`src/rtl/morse_tx_arbiter.sv`:
```
// morse_tx_arbiter: round-robin message arbiter in front of the morse_tx
// write port. Grants whole messages, optionally appends a separator byte,
// and drops an owner that stays idle for too long.
module morse_tx_arbiter #(
  parameter int unsigned N_REQ    = 4,
  parameter bit          SEP_EN   = 1'b1,
  parameter logic [7:0]  SEP_CHAR = 8'h20,
  parameter int unsigned TIMEOUT  = 1024
) (
  input  logic               clk,
  input  logic               rst,
  input  logic [N_REQ-1:0]   req_valid,
  input  logic [8*N_REQ-1:0] req_data,
  input  logic [N_REQ-1:0]   req_last,
  output logic [N_REQ-1:0]   req_ready,
  output logic               write_en,
  output logic [7:0]         ascii_in,
  input  logic               full,
  output logic [N_REQ-1:0]   grant,
  output logic               busy,
  output logic               timeout_err
);

  localparam int unsigned IDX_W = (N_REQ > 1) ? $clog2(N_REQ) : 1;
  // Counter keeps at least one bit so a disabled timeout still elaborates.
  localparam int unsigned CNT_W = (TIMEOUT > 0) ? $clog2(TIMEOUT + 1) : 1;
  localparam logic [CNT_W-1:0] CNT_LAST = (TIMEOUT > 0) ? CNT_W'(TIMEOUT - 1) : '0;

  typedef enum logic [1:0] {
    IDLE,
    XFER,
    SEP
  } state_t;

  state_t           state, state_nxt;
  logic [N_REQ-1:0] grant_nxt;
  logic [IDX_W-1:0] last_grant, last_grant_nxt;
  logic [IDX_W-1:0] owner;
  logic [IDX_W-1:0] pick;
  logic             pick_found;
  logic [CNT_W-1:0] idle_cnt, idle_cnt_nxt;

  assign busy = (state != IDLE);

  // Encode the one-hot grant into the owner index.
  always_comb begin
    owner = '0;
    for (int unsigned i = 0; i < N_REQ; i++) begin
      if (grant[i]) owner = IDX_W'(i);
    end
  end

  // Round-robin search starting just after the previous owner.
  always_comb begin
    int unsigned idx;
    pick       = '0;
    pick_found = 1'b0;
    for (int unsigned k = 1; k <= N_REQ; k++) begin
      idx = (32'(last_grant) + k) % N_REQ;
      if (!pick_found && req_valid[IDX_W'(idx)]) begin
        pick_found = 1'b1;
        pick       = IDX_W'(idx);
      end
    end
  end

  // Next-state logic and combinational handshake outputs.
  always_comb begin
    state_nxt      = state;
    grant_nxt      = grant;
    last_grant_nxt = last_grant;
    idle_cnt_nxt   = idle_cnt;
    req_ready      = '0;
    write_en       = 1'b0;
    ascii_in       = '0;
    timeout_err    = 1'b0;
    case (state)
      IDLE: begin
        if (pick_found) begin
          grant_nxt       = '0;
          grant_nxt[pick] = 1'b1;
          idle_cnt_nxt    = '0;
          state_nxt       = XFER;
        end
      end
      XFER: begin
        req_ready[owner] = ~full;
        if (!full) begin
          if (req_valid[owner]) begin
            write_en     = 1'b1;
            ascii_in     = req_data[{owner, 3'b000} +: 8];
            idle_cnt_nxt = '0;
            if (req_last[owner]) begin
              last_grant_nxt = owner;
              grant_nxt      = '0;
              if (SEP_EN) state_nxt = SEP;
              else        state_nxt = IDLE;
            end
          end else begin
            if (idle_cnt != '1) idle_cnt_nxt = idle_cnt + 1'b1;
            if ((TIMEOUT != 0) && (idle_cnt == CNT_LAST)) begin
              timeout_err    = 1'b1;
              last_grant_nxt = owner;
              grant_nxt      = '0;
              if (SEP_EN) state_nxt = SEP;
              else        state_nxt = IDLE;
            end
          end
        end
      end
      SEP: begin
        write_en = ~full;
        ascii_in = SEP_CHAR;
        if (!full) state_nxt = IDLE;
      end
      default: state_nxt = IDLE;
    endcase
    // A byte presented while reset is asserted is dropped, not written.
    if (rst) begin
      req_ready   = '0;
      write_en    = 1'b0;
      ascii_in    = '0;
      timeout_err = 1'b0;
    end
  end

  // State, grant, round-robin pointer and idle counter registers.
  always_ff @(posedge clk) begin
    if (rst) begin
      state      <= IDLE;
      grant      <= '0;
      last_grant <= IDX_W'(N_REQ - 1);
      idle_cnt   <= '0;
    end else begin
      state      <= state_nxt;
      grant      <= grant_nxt;
      last_grant <= last_grant_nxt;
      idle_cnt   <= idle_cnt_nxt;
    end
  end

endmodule

```
`config.mk`:
```
export PLATFORM = sky130hd
export DESIGN_NAME = morse_tx_arbiter
export DESIGN_NICKNAME = d
export VERILOG_FILES = /design/src/rtl/morse_tx_arbiter.sv
export SDC_FILE = /design/constraint.sdc
export NUM_CORES = 1
export LEC_CHECK = 0
export BUFFER_PORTS_ARGS = -buffer_cell sky130_fd_sc_hd__clkbuf_2
export CORE_MARGIN = 8
export CORE_UTILIZATION = 40
export DETAILED_ROUTE_END_ITERATION = 6
export PLACE_DENSITY = 0.66
export SLEW_MARGIN = 0
export SYNTH_ARGS = -nofsm -noshare
export SYNTH_HDL_FRONTEND = slang
export SYNTH_SLANG_ARGS = --single-unit
```
`constraint.sdc`:
```
create_clock -name clk -period 4.2 [get_ports clk]
set_clock_uncertainty 0.05 [all_clocks]
set_input_delay 0.84 -clock clk [delete_from_list [all_inputs] [get_ports clk]]
set_output_delay 0.84 -clock clk [all_outputs]
set_load 0.02 [all_outputs]
```
# Yosys cells after proc, flatten, opt, wreduce, memory -nomap -nowiden
# Index checks and enable logic that the tools add are counted.
[word_totals]
output_inout_bits = 19
wordCells = 110
reg_bits = 19
[op_classes]
magnitude_cmp = 8
n_bitwise = 2
n_shift = 1
n_addsub = 5
reduce_logical = 16
n_eq_ne = 11
n_mux = 63
[op_table]
columns = ["operator", "n"]
rows = [
  ["two-way mux 11 bit", 4],
  ["indexed part select 32 x 6 -> 8 bit", 1],
  ["two-way mux 2 bit", 15],
  ["two-way mux 4 bit", 7],
  ["two-way mux 8 bit", 3],
  ["case mux 11 bit (2 select lines)", 1],
  ["two-way mux 1 bit", 21],
  ["< comparator 2 x 3 -> 1 bit (second input constant)", 6],
  ["case mux 8 bit (2 select lines)", 1],
  ["binary-select mux 1 bit (select 2 bit)", 6],
  ["adder 11 x 1 -> 11 bit (second input constant)", 1],
  ["equality test 11 x 10 -> 1 bit (second input constant)", 1],
  ["!= test 11 bit (second input constant)", 1],
  ["AND reduction 5 bit", 2],
  ["!= test 3 bit (second input constant)", 3],
  ["case mux 4 bit (2 select lines)", 1],
  ["AND reduction 4 bit", 2],
  ["!= test 2 bit (second input constant)", 3],
  ["case mux 2 bit (3 select lines)", 1],
  ["nonzero test 2 bit", 3],
  ["logical AND 1 bit", 5],
  ["adder 2 x 1 -> 2 bit (second input constant)", 2],
  ["adder 2 bit (second input constant)", 2],
  ["bitwise AND 4 bit", 1],
  ["other kinds (9)", 13],
]

# Logic depth before layout (Yosys ltp)
[depth]
depth_word = 19
ltp_mapped = 8
ltp_nobuf = 7

# Worst setup path after synthesis
# No wires, ideal clock.
[synth_timing]
kind = "input to output"
from = "input port req_valid[1]"
to = "output port write_en"
slack_ps = 1202
stages = 4
n_path_buf = 0
arrival_time_ps = 2108
path_cell_list = "mux2i_1 > a211oi_4 > a21oi_1 > nor4b_1"
[synth_via]
elab_chain_len = 6
[synth_rtl]
columns = ["item", "line_no", "rtl"]
rows = [
  ["start, declared", "12", "input logic [N_REQ-1:0] req_valid,"],
  ["binary-select mux 1 bit (select 2 bit)", "89", "if (req_valid[owner]) begin"],
  ["two-way mux 1 bit (implied by the code)", "89", ""],
  ["two-way mux 1 bit", "89", ""],
  ["two-way mux 1 bit", "88", "if (!full) begin"],
  ["case mux 1 bit (2 select lines)", "77", "case (state)"],
  ["two-way mux 1 bit", "119", "if (rst) begin"],
  ["end, declared", "16", "output logic write_en,"],
]
# Every way passes these cells. The select of a mux whose other input is x is not followed.

# Final worst setup path
[layout_timing]
from = "register grant[3]"
to = "output port ascii_in[5]"
[layout_via]
elab_chain_len = 7
[layout_rtl]
columns = ["item", "line_no", "rtl"]
rows = [
  ["start, declared", "19", "output logic [N_REQ-1:0] grant,"],
  ["start signal, assigned", "136", "grant <= grant_nxt;"],
  ["two-way mux 2 bit *", "49", "if (grant[i]) owner = IDX_W'(i);"],
  ["branches (longest 2 deep; another with indexed part select 32 x 6 -> 8 bit)", "--", ""],
  ["two-way mux 8 bit *", "89", ""],
  ["two-way mux 8 bit *", "88", ""],
  ["case mux 8 bit (2 select lines) *", "77", ""],
  ["two-way mux 8 bit *", "119", ""],
  ["end, declared", "17", "output logic [7:0] ascii_in,"],
]
# Mark *: on every way between the ends. The select of a mux whose other input is x is not followed.

==> results by group <==
Global routing
  • Routing usage on met3: under 10%
  • Total GRT Usage: 14.8%
  • Routing usage on met2: 24.5%
  • Antenna violations before repair: 0
  • Gr ovfl total: 0
  • First-pass GRT wire length: between 7000 and 8000 um
  • Largest net degree at the start of global routing: 24
  • Vias in the first global route: between 1500 and 2000
  • Busiest grt layer: met2
  • Met1 usage: between 15 and 20%

Clock network
  • Clock tree buffer depth: 2
  • Clock-pin slew on the worst setup and hold paths: 70 ps
  • Post_cts resized: 0
  • CTS Root Cell: clkbuf_8
  • Cts hold-fix bufs: 0
  • Postcts setup bufs: 0
  • CTS tree: built
  • Cts bufs inserted: 3
  • Max H-tree Level: 1
  • Clock Sinks: 19
  • Worst skew pair latency: approximately 260 ps

Timing
  • RSZ-0062 raised after global routing: false
  • Min Clock Period, post-route: 3390 ps
  • Final setup fails: 0
  • Tightest Pin Transition: ~730 ps
  • Slew HR: between 50% and 60%
  • Final hold vios: 0
  • Slew Viols, Final: 0
  • Fmax: between 200 and 300 MHz
  • Fin crit share: around 81%
  • Setup_tns: 0 ps

Synth
  • Synth async-reset ratio: 0%
  • Top FF cell, synth: dfxtp_1
  • Synthesis Warnings: 0
  • Post-Syn Instances: 201
  • Synth Register Bits: 19
  • Yosys top cell area share: 24.5%
  • Mapped Nets: 248
  • Mean Syn Cell Area: 7.73 sq um
  • Most area-hungry cell type in the Yosys netlist: dfxtp_1
  • Synth cell types: 42
  • Post-synthesis sequential area ratio: 24.5%
  • EDFF count, synth: 0
  • Netlist Area Pre-Place: 1550 sq um
  • Synth area leaders: dfxtp_1, mux2i_1, o21ai_0

Setup path
  • Setup crit end kind: output pin
  • CP Class: reg2out
  • Req. time, crit path: between 3000 and 4000 ps
  • CP Launch Type: flop
  • Critical path arrival: 2500 ps
  • Crit-path max FO: 18

Pwr
  • Worst vdd ir: between 0.0001 and 0.00015 V
  • PD cells: a little under 400 nW/um^2
  • P_leak: 0.780 nW

Route
  • Detailed Route WL: 4310 um
  • Starting DRT DRC Count: 49
  • WL per Instance: 14.0 um
  • DRT antenna net count: 0
  • Vias: 1678
  • DRC viols: 0
  • Pre-antenna DRT Iters: 4
  • Avg Vias per Cell: 5.45

Placement
  • DP Wirelength: between 3000 and 4000 um
  • RD Place Congestion: approximately 0.75
  • Placed Cells: 304
  • Port Buffer Count: just over 60

Floorplan
  • Core area: approximately 3700 sq um
  • I/O pin count: 62
  • Die width: a little under 80 um
  • Initial core utilization: a little over two fifths
  • Row cnt: 22
  • Die area: 6130 sq um
  • Die Span Y: 78.3 um

Finish
  • Antenna Cells: 0
  • Layout cell share with drive strength beyond 1: 29.6%
  • Final non-filler cell total: 308
  • P&R area growth vs syn: 24.9%
  • Final nets: 308
  • Fin util: 52.6%

Flow run
  • Max-Cap Viols: 0

Outcome
  • Outcome: finished clean

Min path
  • Worst hold path type: reg2reg
==> worst max-delay path, stage by stage (launching register included) <==
cell      delay [ps]
dfxtp_1          790
nor2_1           250
a211oi_4         430
nand4_1          330
o21ai_0          240
clkbuf_2         190
==> sequential cells by signal, indices dropped and copies added, names as in the netlist <==
signal      flops
state           2
last_grant      2
grant           4
idle_cnt       11
==> synthesized netlist by cell type, types with 3 or more instances <==
master    number
o21ai_0       18
nand2b_1       5
nand2_1       22
o31ai_1        3
nand4_1        6
clkbuf_1       4
ha_1           4
dfxtp_1       19
a21oi_1       14
nand3_1        7
and3_1         4
or3_1          6
mux2i_1       26
nor2b_1        3
inv_1          7
nor2_1        18
==> per-layer routing <==
layer / wire [um] / vias up / share of wire (%)
met1: 1940 / 775 / 45
met2: 2070 / 44 / 48
li1: - / 854 / -
met5: 0 / - / 0
met4: 40 / 0 / 0.93
met3: 260 / 5 / 6.0
==> per-stage QoR <==
stage	cell area, sq um	total power [mW]	hold WS, ps	worst slack, ps
detailed placement	1890	0.622	414	1050
CTS	1940	0.755	433	775
global placement	1890	0.621	416	1080
global route	1940	0.808	467	620
floorplan	1550	0.535	402	1200
finish	1940	0.747	438	807
==> logic make-up after synthesis <==
family,share of synthesized area (%)
AND/OR/NAND/NOR,30.1
AO/OA/AOI/OAI,19.6
multiplexers,17.5
flip-flops,24.5
buffers and inverters,4.51
adder cells (fa/ha/maj),3.22
XOR/XNOR,0.564
==> report_power, final <==
group / internal (mW) / switching (mW)
sequential: 0.200 / 0.0198
combinational: 0.153 / 0.246
clock: 0.0661 / 0.0627
total: 0.419 / 0.328
==> path summary, 6_finish.rpt <==
kind / endpoint / depth (start not counted) / from / slack, ps
setup reg to reg: idle_cnt[5] / 5 / grant[3] / 1760
setup / recovery: ascii_in[5] / 5 / grant[3] / 810
hold reg to reg: grant[0] / 2 / grant[0] / 440
hold / removal: grant[0] / 2 / grant[0] / 440
==> area by class of cell <==
type,count,area [sq um]
Clock buffer,3,41.3
Fill cell,392,1750
Tap cell,48,60.1
Sequential cell,19,380
Clock inverter,1,5.00
Inverter,8,30.0
Multi-Input combinational cell,166,1100
Timing Repair Buffer,63,320
==> layout by cell type (no fill, tap or decap), drive strengths merged, types with 3 or more instances in the layout <==
cell type,instances
and3,4
nand2b,5
mux2i,26
nand3,7
nor2,18
ha,4
or4,3
a21oi,15
nor2b,3
dfxtp,19
nand2,22
or3,8
o21ai,18
clkbuf,64
nand4,6
o31ai,4
inv,7
(Power assumes the default switching activity.)
